### src/rtl/seq_divider.sv
// Sequential restoring divider: 2N-bit dividend / N-bit divisor, N+1 cycle latency.
// Optional SEQ_DIVIDER_AUTO_EN: self-start in IDLE when operands differ from last capture.
module seq_divider #(
    parameter int N = 8
) (
    input  logic           CLK,
    input  logic           I_RST,
    input  logic           START,
    input  logic [2*N-1:0] DIVIDEND,
    input  logic [N-1:0]   DIVISOR,
    output logic           BUSY,
    output logic           DONE,
    output logic [N-1:0]   QUOTIENT,
    output logic [N-1:0]   REMAINDER,
    output logic           DZ,
    output logic           DO
);

    // state  | meaning
    // IDLE   | waiting for START (or operand change when auto-start is built in)
    // RUN    | one restoring step per cycle, N cycles
    // FINISH | results/flags registered on the following edge, DONE pulses
    typedef enum logic [1:0] {IDLE, RUN, FINISH} state_t;

    localparam int CW = (N > 2) ? $clog2(N) : 1;

    state_t        state, state_nx;
    logic [N-1:0]  r, r_nx;
    logic [N-1:0]  q, q_nx;
    logic [N-1:0]  d, d_nx;
    logic [CW-1:0] cnt, cnt_nx;
    logic          err_dz, err_dz_nx;
    logic          err_do, err_do_nx;
    logic          go;
    logic [N:0]    shifted;

`ifdef SEQ_DIVIDER_AUTO_EN
    logic [2*N-1:0] sh_dividend;
    logic [N-1:0]   sh_divisor;

    assign go = START || (DIVIDEND != sh_dividend) || (DIVISOR != sh_divisor);

    always_ff @(posedge CLK or posedge I_RST) begin
        if (I_RST) begin
            sh_dividend <= '0;
            sh_divisor  <= '0;
        end else if (state == IDLE && go) begin
            sh_dividend <= DIVIDEND;
            sh_divisor  <= DIVISOR;
        end
    end
`else
    assign go = START;
`endif

    assign shifted = {r, q[N-1]};

    always_comb begin
        state_nx  = state;
        r_nx      = r;
        q_nx      = q;
        d_nx      = d;
        cnt_nx    = cnt;
        err_dz_nx = err_dz;
        err_do_nx = err_do;
        case (state)
            IDLE: begin
                if (go) begin
                    d_nx      = DIVISOR;
                    r_nx      = DIVIDEND[2*N-1:N];
                    q_nx      = DIVIDEND[N-1:0];
                    cnt_nx    = '0;
                    err_dz_nx = (DIVISOR == '0);
                    err_do_nx = (DIVISOR != '0) && (DIVIDEND[2*N-1:N] >= DIVISOR);
                    state_nx  = (err_dz_nx || err_do_nx) ? FINISH : RUN;
                end
            end
            RUN: begin
                // r < d holds here, so the true difference fits in N bits
                if (shifted >= {1'b0, d}) begin
                    r_nx = shifted[N-1:0] - d;
                    q_nx = {q[N-2:0], 1'b1};
                end else begin
                    r_nx = shifted[N-1:0];
                    q_nx = {q[N-2:0], 1'b0};
                end
                cnt_nx = cnt + 1'b1;
                if (cnt == CW'(N - 1))
                    state_nx = FINISH;
            end
            FINISH:  state_nx = IDLE;
            default: state_nx = IDLE;
        endcase
    end

    always_ff @(posedge CLK or posedge I_RST) begin
        if (I_RST) begin
            state  <= IDLE;
            r      <= '0;
            q      <= '0;
            d      <= '0;
            cnt    <= '0;
            err_dz <= 1'b0;
            err_do <= 1'b0;
            BUSY   <= 1'b0;
        end else begin
            state  <= state_nx;
            r      <= r_nx;
            q      <= q_nx;
            d      <= d_nx;
            cnt    <= cnt_nx;
            err_dz <= err_dz_nx;
            err_do <= err_do_nx;
            BUSY   <= (state_nx == RUN);
        end
    end

    always_ff @(posedge CLK or posedge I_RST) begin
        if (I_RST) begin
            DONE      <= 1'b0;
            QUOTIENT  <= '0;
            REMAINDER <= '0;
            DZ        <= 1'b0;
            DO        <= 1'b0;
        end else if (state == FINISH) begin
            DONE <= 1'b1;
            DZ   <= err_dz;
            DO   <= err_do && !err_dz;
            if (err_dz || err_do) begin
                QUOTIENT  <= '1;
                REMAINDER <= '1;
            end else begin
                QUOTIENT  <= q;
                REMAINDER <= r;
            end
        end else begin
            DONE <= 1'b0;
        end
    end

endmodule

### config.mk
export PLATFORM = sky130hd
export DESIGN_NAME = seq_divider
export DESIGN_NICKNAME = d
export VERILOG_FILES = /design/src/rtl/seq_divider.sv
export SDC_FILE = /design/constraint.sdc
export NUM_CORES = 1
export LEC_CHECK = 0
export BUFFER_PORTS_ARGS = -buffer_cell sky130_fd_sc_hd__buf_4
export CAP_MARGIN = 20
export CORE_MARGIN = 10
export CORE_UTILIZATION = 50
export DETAILED_ROUTE_END_ITERATION = 10
export HOLD_SLACK_MARGIN = 0.15
export PLACE_DENSITY = 0.72
export SYNTH_ARGS = -nofsm -noshare
export SYNTH_HDL_FRONTEND = slang
export SYNTH_SLANG_ARGS = --single-unit
### constraint.sdc
create_clock -name CLK -period 2.14 [get_ports CLK]
set_clock_uncertainty 0.05 [all_clocks]
set_input_delay 0.107 -clock CLK [delete_from_list [all_inputs] [get_ports CLK]]
set_output_delay 0.107 -clock CLK [all_outputs]
set_load 0.01 [all_outputs]
[Yosys cells after proc, flatten, opt, wreduce, memory -nomap -nowiden]
Cells that the tools add are included.
Cells by class
  add/subtract/negate cells: 2
  $mul: 0
  divide/modulo/power cells: 0
  order comparisons: 2
  equal/unequal tests: 5
  shift-type cells: 0
  multiplexer cells: 15
  bitwise operators: 0
  reductions and logical operators: 11
Operator list (count)
  two-way mux 8 bit: 5
  case mux 8 bit (2 select lines): 2
  greater-or-equal comparator 9 x 8 -> 1 bit: 1
  greater-or-equal comparator 8 bit: 1
  zero test 8 bit: 1
  nonzero test 8 bit: 1
  subtractor 8 bit: 1
  two-way mux 2 bit: 3
  case mux 3 bit (2 select lines): 1
  equality test 2 x 1 -> 1 bit (second input constant): 2
  case mux 2 bit (2 select lines): 1
  AND reduction 2 bit: 2
  adder 3 x 1 -> 3 bit (second input constant): 1
  equality test 3 bit (second input constant): 1
  two-way mux 3 bit: 1
  equality test 2 bit (second input constant): 1
  logical AND 1 bit: 2
  zero test 2 bit: 1
  logical OR 1 bit: 2
  two-way mux 1 bit: 2
  inequality test 2 bit (second input constant): 1
  nonzero test 2 bit: 1
  zero test 1 bit: 1
Storage, ports and cells
  bits in registers: 51
  latch bits: 0
  memory bits (writable): 0
  ROM bits: 0
  input port bits: 27
  output and inout bits: 20
  logic and storage cells: 48
  memories kept: 0

[Longest topological paths before layout]
Gate-level depths: netlist of the first run.
  depth after elaboration: 7
  mapped depth: 9
  depth with buffers taken out: 8

[Worst setup path after synthesis of the first run]
Ideal clock, no wire load.
  kind: register to register
  start point: register r[5]
  end point: register r[0]
  setup time: 0.075 ns
  data arrival time: 1.836 ns
  data required time: 2.015 ns
  setup slack: 0.179 ns
  cell stages (with the launch flop): 9
  path buffers: 2
  period minus slack after synthesis: 1.961 ns
  cells stage by stage: dfrtp_1 ha_1 buf_6 a211oi_2 nand3_1 o21ai_2 buf_6 mux2_4 o21ai_2
On the way
  word-level cells in the longest chain between the ends: 3
RTL lines
  start: declaration: RTL line 28  | logic [N-1:0] r, r_nx;
  start signal: assignment: RTL line 108  | r <= r_nx;
  greater-or-equal comparator 9 x 8 -> 1 bit: RTL line 80  | if (shifted >= {1'b0, d}) begin
  two-way mux 8 bit: RTL line 80
  case mux 8 bit (2 select lines): RTL line 66  | case (state)
No other way between the ends.
A chain may end at the register's enable or synchronous reset.

[Worst setup path after layout of the first run]
  start point: register r[1]
  end point: register r[5]
On the way
  word-level cells in the longest chain between the ends: 3
  elaborated cells between the ends (all ways): 4
  those cells by class: add/sub: 1; order compare: 1; mux: 2
RTL lines (RTL line)
  subtractor 8 bit or greater-or-equal comparator 9 x 8 -> 1 bit (tied branches): 81, 80
  two-way mux 8 bit (*): 80
  case mux 8 bit (2 select lines) (*): 66
Mark *: on every way between the ends. The rest lies on a longest branch, timed or not.

==> run summary, run 1 <==
## Status
• **outcome** completed

## Finish
• **Storage cell area** 1280 µm²
• **final design area excluding fillers** 3550 µm²
• **fraction of layout instances using a drive strength above 1** 22.3%
• **number of filler instances in the final layout** 427
• **final core utilization** 68.2%
• **Final nets** 403
• **Inserted Diodes** 0
• **growth of design area from synthesis to finish** 29.9%
• **area of the multi-input gates** 1310 µm²

## Die
• **Chip Height** 93.9 µm
• **Boundary Pins** 47
• **row count** 26
• **core footprint** 5200 µm²
• **Die Footprint** 8830 µm²
• **starting density of the core** 52.5%
• **Die Width** 93.9 µm

## Critical path
• **minimum setup slack among reg-to-reg paths** 0.08 ns
• **critical register-to-register path startpoint** r[1]
• **stage delay of the slowest cell on the critical path** 0.47 ns
• **Worst setup EP type** register
• **critical-path cell list** ha_2 > nand3_1 > a31oi_1 > o21ai_2 > buf_4 > o41a_1
• **last element of the critical path** r[5]
• **largest driver fanout on the critical path** 6
• **Worst EP arrival** 2.21 ns
• **highest-delay cell along the critical path** dfrtp_1
• **crit path launch type** register
• **Buffers & Inverters on Critical Path** 1
• **Crit path depth** 6
• **Critical path origin** r[1]
• **critical path data required time** 2.28 ns
• **worst reg2reg endpoint** r[5]
• **startpoint-to-endpoint class of the critical path** register to register
• **count of cells along the worst register-to-register path** 6
• **kind of cell adding the most delay to the critical path** compound AO/OA/AOI/OAI gates

## Clock tree
• **CTS Buffer Depth** 2
• **root buf cell** clkbuf_8
• **clock tree from TritonCTS** done
• **# Post-CTS Setup Buffers** 0
• **clock transition time at the flip-flop clock pins of the worst setup and hold paths** 0.09 ns
• **clock sink total** 51
• **H-tree lvl count** 2
• **latest clock arrival within the worst-skew pair** 0.31 ns
• **number of buffers inserted during clock tree synthesis** 5

## Yosys
• **proportion of register bits with asynchronous set or reset after synthesis** 100%
• **mux cell area share after synthesis** 2.47%
• **unique cell type count in the Yosys netlist** 44
• **synthesized netlist net count** 324
• **area fraction in compound gates after synthesis** 23.7%
• **fraction of synthesized cell area in xor and xnor cells** 0.961%
• **post-synthesis instance area** 2730 µm²
• **share of synthesized area occupied by flip-flops and latches** 46.7%
• **main flop type after synthesis** dfrtp_1
• **largest family of logic cells by synthesized area** compound AO/OA/AOI/OAI gates
• **Synth warnings** 0
• **gate count of the mapped netlist** 278
• **simple-gate share of the synthesized area** 11.4%
• **post-synthesis share of cell area spent on full adders, half adders and majority gates** 8.97%
• **Post-Synthesis Mean Instance Area** 9.83 µm²
• **EDFF count, synth** 0
• **FF+latch count, synth** 51

## Route
• **TritonRoute pass-1 iters** 4
• **violation count after the first detailed-route iteration** 273
• **total via count after detailed routing** 2,411
• **number of DRC violations after detailed routing** 0
• **antenna violation net count after detailed routing** 0
• **detail-routed net length per standard cell** 17.1 µm
• **Post-Route WL** 7.34 mm
• **number of vias per cell** 5.63

## STA
• **min cycle time layout** 2.06 ns
• **number of hold violations in the final report** 0
• **fmax** 485 MHz
• **number of pins with negative max-slew slack in the final report** 0
• **Post-Route Hold Slack** 0.186 ns
• **Worst Tran Pin Value** 0.560 ns
• **final worst path period share** 96.4%
• **summed negative setup slack over all endpoints** 0 ns
• **worst slew slack as a fraction of its limit** 62.4%
• **setup violators final** 0
• **setup repair after global routing missed its margin** true

## Placed design
• **DP Wirelength** 5.67 mm
• **instance area at placement** 3200 µm²
• **quantity of I/O buffers inserted on ports** 46
• **final weighted congestion in routability-driven placement** 0.870

## Global route
• **initial antenna violation count** 0
• **residual overflow from global routing** 0
• **number of global-route vias before repair** 2,439
• **combined global-route utilization of all metal layers** 17.4%
• **pin count of the biggest net entering global routing** 21
• **wire length of the first global-routing pass** 12.3 mm

## Power and ir drop
• **net switching power figure** 2340 µW
• **portion of total power attributed to sequential cells** 31.6%
• **Pwr Density** 1560 nW/µm²
• **internal portion of total power** 3220 µW
• **net switching share of the total power** 42.1%
• **leakage dissipation** 0.00164 µW
• **combinational share of power** 58.1%
• **Clk network pwr share** 10.3%
• **worst vdd rail ir drop** 0.720 mV

## Flow run
• **count of maximum capacitance violations** 0

## Hold path
• **type of the tightest min-delay check** input pin to register

[routing by layer]
metal  part of all wire (%)  up-vias  global-route usage, %
met1                     43     1152                   22.7
li1                       -     1154                      -
met3                    8.3       11                   4.32
met2                     47       94                   27.2
met5                      0        -                      0
met4                    1.5        0                   6.58
[cell type report]
cell class	count	share of cell area [%]
flip-flops and latches	51	35.9
multi-input cells	191	36.9
clock buffers	7	2.43
clock inverters	1	0.247
inverters	24	2.54
repair buffers	84	19.4
well taps	70	2.47
[power groups by stage]
stage / logic (µW) / registers [µW] / clock network (µW)
final: 3230 / 1750 / 575
after global routing: 3580 / 1800 / 626
after CTS: 3150 / 1750 / 585
after detailed placement: 3100 / 1770 / 0
after global placement: 3030 / 1750 / 0
after floorplan: 2140 / 1740 / 0
[worst min path at each step]
stage	startpoint	to	slack, ns	depth (start not counted)
global placement	I_RST	QUOTIENT[2]	0.05	2
finish	START	d[0]	0.19	4
floorplan	DIVISOR[0]	d[0]	0.16	2
CTS	START	d[0]	0.17	4
global route	START	err_dz	0.22	4
detailed placement	I_RST	QUOTIENT[2]	0.05	2
[cell usage in the layout (no fill, tap or decap), types with 3 or more instances in the layout]
| master | synthesis | routed |
|---|---|---|
| o22ai_1 | 4 | 4 |
| nor4_1 | 3 | 3 |
| o21ai_1 | 3 | 3 |
| mux2i_1 | 3 | 3 |
| o22a_1 | 16 | 16 |
| buf_4 | 1 | 60 |
| and3_1 | 3 | 3 |
| nand2_1 | 30 | 30 |
| o21ai_0 | 26 | 26 |
| dlygate4sd3_1 | 0 | 24 |
| clkbuf_8 | 0 | 6 |
| a21oi_1 | 10 | 9 |
| dfrtp_1 | 51 | 51 |
| ha_1 | 18 | 17 |
| nor2_1 | 17 | 17 |
| nand3_1 | 5 | 5 |
| a31oi_1 | 4 | 4 |
| a22oi_1 | 13 | 13 |
| inv_1 | 24 | 23 |
[registers in the layout (all words and copies together), names as in the netlist]
name,flops
QUOTIENT,8
REMAINDER,8
d,8
q,8
r,8
cnt,3
state,2
BUSY,1
DO,1
DONE,1
DZ,1
err_do,1
err_dz,1
[timing repair]
action / in CTS / in global routing
endpoints found under the hold margin: 75 / 0
hold buffers: 24 / 0
setup endpoints to repair: 0 / 6
resized for setup: 0 / 3
[metrics by stage]
| step | total power [µW] | setup WS (ns) | instances |
|---|---|---|---|
| finish | 5560 | 0.0779 | 428 |
| global route | 6010 | -0.0493 | 428 |
| CTS | 5480 | 0.0999 | 427 |
| detailed placement | 4870 | 0.112 | 395 |
| global placement | 4780 | 0.150 | 395 |
| floorplan | 3880 | 0.179 | 278 |
[cells by family (layout without fill, tap and decap cells)]
| family | count (synthesis) | after routing |
|---|---|---|
| compound gates | 94 | 94 |
| simple gates | 69 | 69 |
| flops | 51 | 51 |
| buf+inv | 36 | 116 |
| fa+ha+maj | 19 | 19 |
| mux | 6 | 6 |
| xor+xnor | 3 | 3 |
[cells in the mapped netlist (3+ instances only)]
cell / count / area (µm²)
dfrtp_1: 51 / 1280
nand2_1: 30 / 113
o21ai_0: 26 / 130
inv_1: 24 / 90.1
ha_1: 18 / 225
nor2_1: 17 / 63.8
o22a_1: 16 / 140
a22oi_1: 13 / 97.6
a21oi_1: 10 / 50.1
clkbuf_1: 5 / 18.8
nand3_1: 5 / 25.0
a31oi_1: 4 / 25.0
buf_2: 4 / 20.0
o22ai_1: 4 / 25.0
and3_1: 3 / 18.8
mux2i_1: 3 / 30.0
nor4_1: 3 / 18.8
o21ai_1: 3 / 15.0
[worst reg2reg max path, stage by stage (launching register included)]
cell and delay (ns):
dfrtp_1 0.47, ha_2 0.43, nand3_1 0.09, a31oi_1 0.20, o21ai_2 0.13, buf_4 0.18
o41a_1 0.41
No activity file was read; power rests on OpenSTA's default activity.
==> inputs of run 2 (changes only) <==
CORE_ASPECT_RATIO = 0.8   (was not set)
==> run 2 against run 1 <==
  * Hold slack improved by 0.028 ns
  * Sequential power about the same
  * Worst setup slack got worse by 0.027 ns
  * Flip-flop and latch count unchanged
  * First-iteration DRC count decreased by 17%
  * Total power increased by 5.2%
  * Sequential share of layout area decreased by 0.62 points
  * Design area increased by 1.8%
  * Via count increased by 3.8%
  * Critical path type unchanged
  * Largest power group unchanged
==> run summary, run 2 (synthesis results as in run 1) <==
## Critical path
• **crit path launch type** register
• **critical path data required time** 2.32 ns
• **count of cells along the worst register-to-register path** 8
• **startpoint-to-endpoint class of the critical path** register to register
• **worst reg2reg endpoint** r[6]
• **critical register-to-register path startpoint** q[7]
• **largest driver fanout on the critical path** 3
• **stage delay of the slowest cell on the critical path** 0.42 ns
• **highest-delay cell along the critical path** fa_1
• **critical-path cell list** inv_1 > ha_1 > fa_1 > nand2b_4 > a2111o_1 > o211ai_1 > mux2i_1 > o21ai_1
• **Worst EP arrival** 2.27 ns
• **Buffers & Inverters on Critical Path** 1
• **Worst setup EP type** register
• **kind of cell adding the most delay to the critical path** adder cells
• **minimum setup slack among reg-to-reg paths** 0.05 ns

## Clock tree
• **# Post-CTS Setup Buffers** 0
• **clock sink total** 51
• **CTS Buffer Depth** 2
• **clock tree from TritonCTS** done
• **root buf cell** clkbuf_8
• **H-tree lvl count** 2
• **latest clock arrival within the worst-skew pair** 0.30 ns
• **number of buffers inserted during clock tree synthesis** 5
• **clock transition time at the flip-flop clock pins of the worst setup and hold paths** 0.09 ns

## Power and ir drop
• **Pwr Density** 1620 nW/µm²
• **overall power** 5850 µW
• **worst vdd rail ir drop** 0.827 mV
• **leakage dissipation** 0.00168 µW

## Status
• **outcome** completed

## STA
• **Post-Route Hold Slack** 0.213 ns
• **worst slew slack as a fraction of its limit** 58.2%
• **Worst Tran Pin Value** 0.627 ns
• **number of hold violations in the final report** 0
• **setup violators final** 0
• **number of pins with negative max-slew slack in the final report** 0
• **fmax** 479 MHz
• **min cycle time layout** 2.09 ns
• **final worst path period share** 97.6%
• **summed negative setup slack over all endpoints** 0 ns

## Hold path
• **type of the tightest min-delay check** input pin to register
• **startpoint of the worst hold path** START
• **endpoint of the worst hold path** err_dz
• **cell count of the worst hold path** 4

## Global route
• **wire length of the first global-routing pass** 13.0 mm
• **combined global-route utilization of all metal layers** 18.4%
• **residual overflow from global routing** 0
• **initial antenna violation count** 0
• **number of global-route vias before repair** 2,540
• **pin count of the biggest net entering global routing** 52

## Finish
• **number of filler instances in the final layout** 404
• **Post-Layout Cell Count** 423
• **fraction of layout instances using a drive strength above 1** 23.3%
• **most used cells in the layout excluding fill and tap cells** buf_4 (62), dfrtp_1 (51), nand2_1 (30), o21ai_0 (25), dlygate4sd3_1 (24)
• **growth of design area from synthesis to finish** 32.2%
• **Inserted Diodes** 0
• **final core utilization** 70.2%
• **Storage cell area** 1280 µm²
• **area of the multi-input gates** 1330 µm²
• **Final nets** 406
• **most common cell after layout, fill and taps aside** buf_4

## Route
• **TritonRoute pass-1 iters** 6
• **total via count after detailed routing** 2,503
• **antenna violation net count after detailed routing** 0
• **detail-routed net length per standard cell** 18.6 µm
• **number of DRC violations after detailed routing** 0
• **number of vias per cell** 5.92
• **violation count after the first detailed-route iteration** 227
• **Post-Route WL** 7.88 mm

## Placed design
• **final weighted congestion in routability-driven placement** 0.918
• **quantity of I/O buffers inserted on ports** 46
• **DP Wirelength** 5.86 mm
• **cell count after placement** 391

## Die
• **Die Footprint** 8840 µm²
• **Chip Height** 86.1 µm
• **Die Width** 103 µm
• **row count** 23
• **starting density of the core** 53.1%
• **core footprint** 5150 µm²
• **Boundary Pins** 47

## Flow run
• **count of maximum capacitance violations** 0

## run 2: power breakdown
part	internal (µW)	switching (µW)	total, µW
logic	1610	1780	3400
registers	1410	338	1740
clock network	385	324	709
total	3400	2440	5850
## run 2: worst reg2reg max path: cells and delay by family, from the launching register on
family	cells	cell delay [ns]
adders and majority gates	2	0.65
AOI/OAI and AO/OA	3	0.61
DFF	1	0.35
and+or+nand+nor	1	0.17
muxes	1	0.11
buffers and inverters	1	0.08
## run 2: layer usage
layer  vias up  share of wire (%)  GRT usage, %
met5         -                  0             0
met4         0               0.75          4.22
met3         9                 10          5.29
met2       128                 46          28.2
met1      1197                 43          25.0
li1       1169                  -             -
## run 2: worst max-delay path by stage
stage,cells after the start,slack [ns],from,to
5_1_grt,8,-0.02,q[7],r[6]
3_3_place_gp,7,0.14,r[3],r[2]
6_report,8,0.05,q[7],r[6]
4_1_cts,6,0.02,r[3],r[1]
3_5_place_dp,6,0.04,r[3],r[5]
2_1_floorplan,8,0.18,r[5],r[0]
## run 2: stage by stage
step                area, µm²  setup WS (ns)
global route             3610        -0.0239
CTS                      3580         0.0189
detailed placement       3220         0.0374
finish                   3610         0.0508
floorplan                2730          0.179
global placement         3220          0.136
## run 2: final cells by class
class	instances	area share, %
timing repair buffer	87	19.8
clock buffer	6	2.28
tap	62	2.15
multi-input combinational	191	36.9
sequential	51	35.3
clock inverter	2	1.07
inverter	24	2.49
## run 2: timing repair
| action | in CTS | in global routing |
|---|---|---|
| hold buffers | 24 | 0 |
| endpoints found under the setup margin | 0 | 7 |
| hold endpoints to repair | 75 | 0 |
| gates resized for setup | 0 | 7 |
